--- src/rtl/voice_scheduler.sv ---
// Time-multiplexed sawtooth voice mixer: one shared phase adder and multiplier
// walk every voice once per sample tick and emit the averaged 16-bit PCM sample.
module voice_scheduler #(
  parameter int NUM_VOICES = 4,
  parameter int SAMPLE_DIV = 256,
  localparam int IW = $clog2(NUM_VOICES)
) (
  input  logic          clk,
  input  logic          rst_n,
  input  logic          cfg_valid,
  output logic          cfg_ready,
  input  logic [IW-1:0] cfg_voice,
  input  logic          cfg_sel,
  input  logic [15:0]   cfg_wdata,
  output logic [15:0]   pcm,
  output logic          pcm_valid,
  output logic          busy,
  output logic          overrun
);

  localparam int CW = (SAMPLE_DIV > 1) ? $clog2(SAMPLE_DIV) : 1;
  localparam int AW = 16 + IW;

  typedef enum logic [1:0] {IDLE, ACCUM, OUTPUT} state_t;

  state_t                state_q, state_d;
  logic [CW-1:0]         cnt_q, cnt_d;
  logic [IW-1:0]         idx_q, idx_d;
  logic [AW-1:0]         acc_q, acc_d, acc_sum;
  logic [15:0]           pcm_q, pcm_d;
  logic                  pcm_valid_q, pcm_valid_d;
  logic                  overrun_q, overrun_d;
  logic [15:0]           inc_q   [NUM_VOICES];
  logic [15:0]           inc_d   [NUM_VOICES];
  logic [15:0]           phase_q [NUM_VOICES];
  logic [15:0]           phase_d [NUM_VOICES];
  logic [7:0]            vol_q   [NUM_VOICES];
  logic [7:0]            vol_d   [NUM_VOICES];
  logic [NUM_VOICES-1:0] en_q, en_d;

  logic        tick;
  logic        cfg_fire;
  logic [23:0] prod;
  logic [15:0] contrib;

  always_comb begin
    tick     = (cnt_q == CW'(SAMPLE_DIV - 1));
    cnt_d    = tick ? '0 : cnt_q + CW'(1);
    cfg_fire = cfg_valid && (state_q == IDLE);

    // Shared datapath: the voice selected by idx_q this cycle.
    prod    = 24'(phase_q[idx_q]) * 24'(vol_q[idx_q]);
    contrib = en_q[idx_q] ? 16'(prod >> 8) : 16'h0000;
    acc_sum = acc_q + AW'(contrib);

    state_d     = state_q;
    idx_d       = idx_q;
    acc_d       = acc_q;
    pcm_d       = pcm_q;
    pcm_valid_d = 1'b0;
    overrun_d   = overrun_q | (tick && (state_q != IDLE));
    inc_d       = inc_q;
    phase_d     = phase_q;
    vol_d       = vol_q;
    en_d        = en_q;

    case (state_q)
      IDLE: begin
        if (cfg_fire) begin
          if (!cfg_sel) begin
            inc_d[cfg_voice] = cfg_wdata;
          end else begin
            en_d[cfg_voice]  = cfg_wdata[8];
            vol_d[cfg_voice] = cfg_wdata[7:0];
            if (!cfg_wdata[8]) phase_d[cfg_voice] = 16'h0000;
          end
        end
        if (tick) begin
          state_d = ACCUM;
          idx_d   = '0;
          acc_d   = '0;
        end
      end
      ACCUM: begin
        acc_d = acc_sum;
        if (en_q[idx_q]) phase_d[idx_q] = phase_q[idx_q] + inc_q[idx_q];
        idx_d = idx_q + IW'(1);
        // Publish on the last voice so pcm and pcm_valid appear together in OUTPUT.
        if (idx_q == IW'(NUM_VOICES - 1)) begin
          state_d     = OUTPUT;
          pcm_d       = 16'(acc_sum >> IW);
          pcm_valid_d = 1'b1;
        end
      end
      OUTPUT: begin
        state_d = IDLE;
      end
      default: begin
        state_d = IDLE;
      end
    endcase
  end

  always_ff @(posedge clk or negedge rst_n) begin
    if (!rst_n) begin
      state_q     <= IDLE;
      cnt_q       <= '0;
      idx_q       <= '0;
      acc_q       <= '0;
      pcm_q       <= '0;
      pcm_valid_q <= 1'b0;
      overrun_q   <= 1'b0;
      inc_q       <= '{default: '0};
      phase_q     <= '{default: '0};
      vol_q       <= '{default: '0};
      en_q        <= '0;
    end else begin
      state_q     <= state_d;
      cnt_q       <= cnt_d;
      idx_q       <= idx_d;
      acc_q       <= acc_d;
      pcm_q       <= pcm_d;
      pcm_valid_q <= pcm_valid_d;
      overrun_q   <= overrun_d;
      inc_q       <= inc_d;
      phase_q     <= phase_d;
      vol_q       <= vol_d;
      en_q        <= en_d;
    end
  end

  assign pcm       = pcm_q;
  assign pcm_valid = pcm_valid_q;
  assign overrun   = overrun_q;
  assign busy      = (state_q != IDLE);
  assign cfg_ready = (state_q == IDLE);

endmodule

--- config.mk ---
export PLATFORM = sky130hd
export DESIGN_NAME = voice_scheduler
export DESIGN_NICKNAME = d
export VERILOG_FILES = /design/src/rtl/voice_scheduler.sv
export SDC_FILE = /design/constraint.sdc
export NUM_CORES = 1
export LEC_CHECK = 0
export CORE_ASPECT_RATIO = 0.7
export CORE_MARGIN = 5
export CORE_UTILIZATION = 68
export DETAILED_ROUTE_END_ITERATION = 10
export GPL_ROUTABILITY_DRIVEN = 0
export GPL_TIMING_DRIVEN = 0
export MAX_ROUTING_LAYER = met4
export PLACE_DENSITY = 0.94
export SETUP_SLACK_MARGIN = 0.02
export SLEW_MARGIN = 30
export SYNTH_ARGS = -nofsm -noshare
export SYNTH_HDL_FRONTEND = slang
export SYNTH_SLANG_ARGS = --single-unit
export TNS_END_PERCENT = 1
--- constraint.sdc ---
create_clock -name clk -period 14.6 [get_ports clk]
set_input_delay 3.65 -clock clk [delete_from_list [all_inputs] [get_ports clk]]
set_output_delay 3.65 -clock clk [all_outputs]
set_load 0.01 [all_outputs]
==> qor.csv, run 1 <==
stage,metric,value,unit
run_status,status,"complete, no violations",
timing,Final Cycle Share,67.6,%
logic_synthesis,mean post-synth cell area,11.3,um2
detailed_routing,final WL,39700,um
clock_network,clk root buf,clkbuf_16,
timing,Setup Skew,0.0238,ns
clock_network,CTS tree,done,
timing,hold_ws,0.480,ns
global_routing,grt ovf,0,
floorplan,Die Area,0.0235,mm2
detailed_routing,remaining routing DRC violations,0,
timing,RSZ-0062 raised after global routing,no,
floorplan,starting density of the core,69.8,%
pwr,Psw,546,uW
timing,Least-Margin Pin Slew,0.986,ns
layout,Post-Layout Inst Area,0.0155,mm2
clock_network,clk sinks,212,
clock_network,Clock H-tree levels,1,
detailed_routing,first drt pass iteration count,8,
timing,Final Max Slew Viols,0,
timing,Final Setup Violations,0,
clock_network,maximum root-to-sink buffer count,3,
setup_path,CP peak stage delay,0.74,ns
logic_synthesis,"Async S/R FF share, synth",100,%
logic_synthesis,syn nets,1419,
timing,FMAX,0.101,GHz
logic_synthesis,"Seq/Total Area, Yosys",38.0,%
clock_network,worst-skew pair later-pin latency,0.52,ns
logic_synthesis,Synth Flop Type,dfrtp_1,
clock_network,TritonCTS Buffers,21,
detailed_routing,vias per cell,6.83,
clock_network,post-cts gate resize count,0,
run,max-cap violations,0,
global_routing,gr usage total,35.6,%
setup_path,"Slowest-stage cell, CP",clkbuf_1,
pwr,Gate power share,24.7,%
min_path,class of the worst hold path,flop to flop,
setup_path,Critical Path Fanout Max,10,
floorplan,std cell rows,43,
detailed_routing,ANT nets after route,0,
layout,fin nets,1485,
floorplan,core area,0.0200,mm2
pwr,Int Pwr,1.17,mW
detailed_routing,DR WL/cell,25.0,um
clock_network,"Reg clk slew, reported paths",0.07,ns
pwr,pwr dens,111,mW/mm2
logic_synthesis,Yosys Warn Count,0,
floorplan,I/O Pins,42,
detailed_routing,Initial DRC Count,1614,
placed_design,Post-DP Area,0.0148,mm2
floorplan,Die Y,130,um
floorplan,die width,181,um
pwr,LEAKAGE,7.46,nW
logic_synthesis,Post-Syn Instances,1235,
pwr,sequential share of power,41.2,%
global_routing,vias in the first global route,11600,
layout,Layout area overhead,11.0,%
global_routing,global-route wire length before repair,63600,um
detailed_routing,vias,10800,
clock_network,Post-CTS Setup Repair Bufs,0,
logic_synthesis,number of flops mapped to enable cells by yosys,0,
layout,share of layout cells above drive strength 1,15.0,%
logic_synthesis,Post-Syn Area,0.0140,mm2
timing,slew margin rel.,33.6,%
global_routing,largest net degree at the start of global routing,93,
setup_path,Setup Crit Path Kind,flop to flop,
setup_path,CP Capture Type,flop,
layout,# diodes,0,
setup_path,crit path launch type,flop,
layout,Finished Layout Cells,1586,
placed_design,Port Buffers,41,
timing,Final TNS setup,0,ns
setup_path,arrival time worst endpoint,10.23,ns
placed_design,post-DP HPWL,25900,um
global_routing,antenna violations before repair,0,
logic_synthesis,Cell variety after synth,46,
pwr,clock power share,34.1,%
logic_synthesis,synthesized flop and latch total,212,
setup_path,CP dominant cell by count,fa_1,
placed_design,Placed Cells,1548,
timing,min Tclk post-route,9.86,ns
pwr,sw frac,31.8,%
pwr,total power,1.71,mW
clock_network,cts hold-fix bufs,0,
timing,Final Hold Viols,0,
pwr,VDD IR max,0.000137,V
setup_path,critical path required time,14.96,ns
-- cells in the mapped netlist (all sizes together), types with 2 or more instances --
library cell	number	share of area, %
a211oi	4	0.22
a21o	13	0.70
a21oi	42	1.6
a22o	47	2.9
a31oi	4	0.18
and2	102	4.6
and3	15	0.71
buf	5	0.21
clkbuf	39	1.0
dfrtp	212	38
fa	85	12
ha	77	6.9
inv	113	3.0
mux2	106	8.5
mux4	40	6.5
nand2	105	2.8
nand2b	3	0.13
nand3	27	0.97
nand4	2	0.090
nor2	49	1.3
nor2b	8	0.36
nor3	8	0.37
o211ai	2	0.11
o21a	7	0.38
o21ai	42	1.5
o21bai	11	0.59
o22ai	2	0.090
o31ai	3	0.16
or2	2	0.090
or3	5	0.22
xnor2	29	1.8
xor2	20	1.3
-- worst max-delay path, delay by kind of cell, from the launching register on --
kind / cells / cell delay, ns
DFF: 1 / 0.39
adders and majority gates: 6 / 2.71
buffers and inverters: 5 / 2.10
AOI/OAI and AO/OA: 9 / 2.43
and+or+nand+nor: 6 / 1.14
xor gates and xnor gates: 2 / 0.33
muxes: 1 / 0.58
-- cell families after synthesis --
family                   count (synthesis)  share of synthesized area (%)
multiplexers                           147                           15.1
adder cells (fa/ha/maj)                162                           19.1
AND/OR/NAND/NOR                        328                           11.8
flip-flops                             212                           38.0
XOR/XNOR                                49                           3.07
AO/OA/AOI/OAI                          180                           8.71
buffers and inverters                  157                           4.29
-- registers in the layout, indices dropped and copies added (netlist names) --
name       flops
inc_q         64
phase_q       64
vol_q         32
acc_q         18
pcm           16
cnt_q          8
en_q           4
idx_q          2
state_q        2
overrun        1
pcm_valid      1
-- cell type report --
cell class	count	area [um2]
Buffer	44	176
Clock buffer	27	588
Clock inverter	11	140
Fill cell	1033	4510
Inverter	113	424
Multi-Input combinational cell	866	8060
Sequential cell	212	5310
Tap cell	270	338
Timing Repair Buffer	43	470
-- cell usage in the layout, fill, tap and decap left out, types with 4 or more instances in the layout --
cell type / Yosys / layout
and3_1: 14 / 14
a22o_1: 47 / 47
o21a_1: 7 / 7
and2_1: 101 / 101
nand3_1: 27 / 27
a21o_1: 13 / 13
clkbuf_8: 0 / 4
clkbuf_16: 0 / 21
dfrtp_1: 212 / 212
inv_1: 113 / 113
ha_1: 77 / 77
or3_1: 5 / 5
xnor2_1: 29 / 29
clkbuf_1: 39 / 41
a31oi_1: 4 / 4
xor2_1: 20 / 20
nor2b_1: 8 / 8
a211oi_1: 4 / 4
nand2_1: 105 / 105
nor2_1: 49 / 49
a21oi_1: 40 / 40
mux4_2: 40 / 40
o21ai_0: 41 / 41
clkdlybuf4s50_1: 0 / 40
o21bai_1: 11 / 11
mux2_2: 106 / 106
clkinv_2: 0 / 5
fa_1: 85 / 85
nor3_1: 7 / 7
-- per-layer routing --
layer	wire length, um	vias up	global-route usage (%)
met5	0	-	-
met4	2730	0	18.5
met3	4740	262	11.1
met2	18200	839	54.7
met1	14100	5386	43.1
li1	-	4350	-
-- power groups by stage --
stage | clock network [mW] | logic, mW | registers, mW
floorplan | 0 | 0.280 | 0.687
global route | 0.605 | 0.455 | 0.708
global placement | 0 | 0.363 | 0.695
finish | 0.586 | 0.424 | 0.706
CTS | 0.579 | 0.411 | 0.701
detailed placement | 0 | 0.393 | 0.704
-- stage by stage --
stage               util [%]  worst slack (ns)
global route            77.5              4.68
CTS                     77.5              5.12
floorplan                  -              6.74
finish                  77.5              4.74
global placement        73.5              1.36
detailed placement      73.8              5.47
-- path summary, 6_finish.rpt --
check / from / end / slack (ns) / cells after the start
min: cnt_q[6]$_DFF_PN0_ / cnt_q[6]$_DFF_PN0_ / 0.48 / 1
min reg2reg: cnt_q[6]$_DFF_PN0_ / cnt_q[6]$_DFF_PN0_ / 0.48 / 1
max: idx_q[1]$_DFFE_PN0P_ / pcm[15]$_DFFE_PN0P_ / 4.74 / 29
max reg2reg: idx_q[1]$_DFFE_PN0P_ / pcm[15]$_DFFE_PN0P_ / 4.74 / 29
max in group asynchronous: rst_n / phase_q[35]$_DFFE_PN0P_ / 10.40 / 3
min in group asynchronous: rst_n / cnt_q[1]$_DFF_PN0_ / 3.04 / 1
Power figures use the tool's default switching activity.
==> run 2, diff against run 1 <==
--- a/config.mk
+++ b/config.mk
@@ -7,12 +7,12 @@
 export LEC_CHECK = 0
 export CORE_ASPECT_RATIO = 0.7
 export CORE_MARGIN = 5
-export CORE_UTILIZATION = 68
+export CORE_UTILIZATION = 57
 export DETAILED_ROUTE_END_ITERATION = 10
 export GPL_ROUTABILITY_DRIVEN = 0
 export GPL_TIMING_DRIVEN = 0
 export MAX_ROUTING_LAYER = met4
-export PLACE_DENSITY = 0.94
+export PLACE_DENSITY = 0.85
 export SETUP_SLACK_MARGIN = 0.02
 export SLEW_MARGIN = 30
 export SYNTH_ARGS = -nofsm -noshare
==> constraint.sdc (replaced) <==
create_clock -name clk -period 8.96 [get_ports clk]
set_input_delay 2.24 -clock clk [delete_from_list [all_inputs] [get_ports clk]]
set_output_delay 2.24 -clock clk [all_outputs]
set_load 0.01 [all_outputs]
==> qor.csv, run 2 (synthesis results as in run 1) <==
stage,metric,value,unit
run_status,status,"complete, no violations",
layout,Post-Layout Inst Area,0.0156,mm2
timing,slew margin rel.,34.6,%
setup_path,Setup Crit Path Kind,flop to flop,
timing,Final Hold Viols,0,
timing,Final Setup Violations,0,
floorplan,core area,0.0239,mm2
detailed_routing,Initial DRC Count,779,
clock_network,clk root buf,clkbuf_16,
layout,fin nets,1486,
setup_path,CP dominant cell by count,fa_1,
timing,RSZ-0062 raised after global routing,no,
layout,area of the multi-input gates,0.00807,mm2
placed_design,Placed Cells,1596,
pwr,sequential share of power,42.0,%
global_routing,global-route wire length before repair,55900,um
placed_design,Post-DP Area,0.0148,mm2
clock_network,clk sinks,212,
floorplan,die width,197,um
pwr,pwr dens,173,mW/mm2
detailed_routing,remaining routing DRC violations,0,
floorplan,starting density of the core,58.5,%
timing,min Tclk post-route,8.50,ns
layout,top flop regs,"inc_q x64, phase_q x64, vol_q x32",
timing,Setup Skew,0.0238,ns
floorplan,Die Area,0.0278,mm2
global_routing,vias in the first global route,10500,
setup_path,crit path launch type,flop,
setup_path,"Slowest-stage cell, CP",fa_1,
detailed_routing,vias,10100,
clock_network,cts hold-fix bufs,0,
pwr,clock power share,33.8,%
layout,"leading cell type in the layout, fill and taps excluded",dfrtp_1,
pwr,Gate power share,24.2,%
clock_network,TritonCTS Buffers,23,
layout,Layout area overhead,11.5,%
setup_path,CP peak stage delay,0.57,ns
pwr,sw frac,30.8,%
global_routing,antenna violations before repair,3,
timing,Least-Margin Pin Slew,0.971,ns
layout,final core occ,65.2,%
pwr,Int Pwr,1.86,mW
layout,share of layout cells above drive strength 1,15.3,%
timing,Final Cycle Share,94.9,%
clock_network,Clock H-tree levels,1,
detailed_routing,DR WL/cell,20.8,um
clock_network,maximum root-to-sink buffer count,3,
global_routing,largest net degree at the start of global routing,89,
pwr,total power,2.69,mW
detailed_routing,first drt pass iteration count,5,
pwr,Psw,828,uW
timing,FMAX,0.118,GHz
placed_design,Port Buffers,41,
clock_network,"Reg clk slew, reported paths",0.06,ns
global_routing,gr usage total,25.8,%
layout,storage element area,0.00531,mm2
pwr,VDD IR max,0.000215,V
pwr,LEAKAGE,7.46,nW
setup_path,Critical Path Fanout Max,10,
timing,Final Max Slew Viols,0,
layout,Finished Layout Cells,1638,
layout,Fillers,1747,
detailed_routing,ANT nets after route,0,
floorplan,std cell rows,47,
clock_network,worst-skew pair later-pin latency,0.53,ns
clock_network,CTS tree,done,
floorplan,Die Y,141,um
detailed_routing,vias per cell,6.14,
detailed_routing,final WL,34200,um
floorplan,I/O Pins,42,
min_path,class of the worst hold path,flop to flop,
layout,most frequent cells in the layout,"dfrtp_1 (212), inv_1 (113), mux2_2 (106)",
global_routing,grt ovf,0,
placed_design,post-DP HPWL,24700,um
run,max-cap violations,0,
setup_path,critical path required time,9.33,ns
timing,Final TNS setup,0,ns
setup_path,CP Capture Type,flop,
setup_path,arrival time worst endpoint,8.88,ns
run 2: cell types whose count changed in the layout (fill, tap and decap cells not counted), moves of 3 or more:
cell,change
inv_6,+3
diode_2,+4
clkbuf_2,+3
bufinv_16,-3
clkinv_2,-3
run 2: layout make-up:
cell class | count | area share (%)
clock inverters | 7 | 0.338
multi-input cells | 866 | 51.8
clock buffers | 32 | 4.24
plain buffers | 43 | 1.17
diodes | 4 | 0.0643
flip-flops and latches | 212 | 34.1
repair buffers | 43 | 3.02
well taps | 318 | 2.56
inverters | 113 | 2.72
run 2: power groups by stage:
stage	clock network, mW	logic (mW)	registers (mW)
floorplan	0	0.456	1.12
global placement	0	0.597	1.13
detailed placement	0	0.634	1.14
CTS	0.919	0.643	1.13
global route	0.962	0.719	1.14
finish	0.910	0.651	1.13
run 2: critical path, delay by kind of cell, from the launching register on:
kind,cells,cell delay (ns)
xor gates and xnor gates,2,0.32
muxes,1,0.54
and+or+nand+nor,6,1.02
AOI/OAI and AO/OA,9,2.11
adders and majority gates,6,2.83
buffers and inverters,5,1.15
DFF,1,0.39
run 2: through the flow:
| step | hold slack [ns] | setup WS [ns] |
|---|---|---|
| 6_report | 0.461 | 0.456 |
| 5_1_grt | 0.502 | 0.0864 |
| 4_1_cts | 0.461 | 0.0292 |
| 3_5_place_dp | 0.448 | -0.162 |
| 3_3_place_gp | 0.439 | -2.93 |
| 2_1_floorplan | 0.445 | 1.10 |
run 2: worst paths after layout:
| check | startpoint | to | slack [ns] | cells after the start |
|---|---|---|---|---|
| max | idx_q[1]$_DFFE_PN0P_ | pcm[15]$_DFFE_PN0P_ | 0.46 | 29 |
| min | overrun$_DFF_PN0_ | overrun$_DFF_PN0_ | 0.46 | 1 |
| max reg2reg | idx_q[1]$_DFFE_PN0P_ | pcm[15]$_DFFE_PN0P_ | 0.46 | 29 |
| min reg2reg | overrun$_DFF_PN0_ | overrun$_DFF_PN0_ | 0.46 | 1 |
| max in group asynchronous | rst_n | acc_q[5]$_DFFE_PN0P_ | 6.47 | 2 |
| min in group asynchronous | rst_n | inc_q[20]$_DFFE_PN0P_ | 1.66 | 1 |
run 2: what timing repair did:
action | CTS | global route
endpoints found under the setup margin | 4 | 8
resized for setup | 5 | 7
setup buffers | 0 | 0
run 2: layer usage:
| layer | track usage [%] | up-vias | share of wire [%] |
|---|---|---|---|
| li1 | - | 4372 | - |
| met1 | 35.6 | 5104 | 42 |
| met2 | 38.8 | 484 | 46 |
| met3 | 5.53 | 93 | 8.8 |
| met4 | 8.13 | 0 | 3.2 |
| met5 | - | - | 0 |
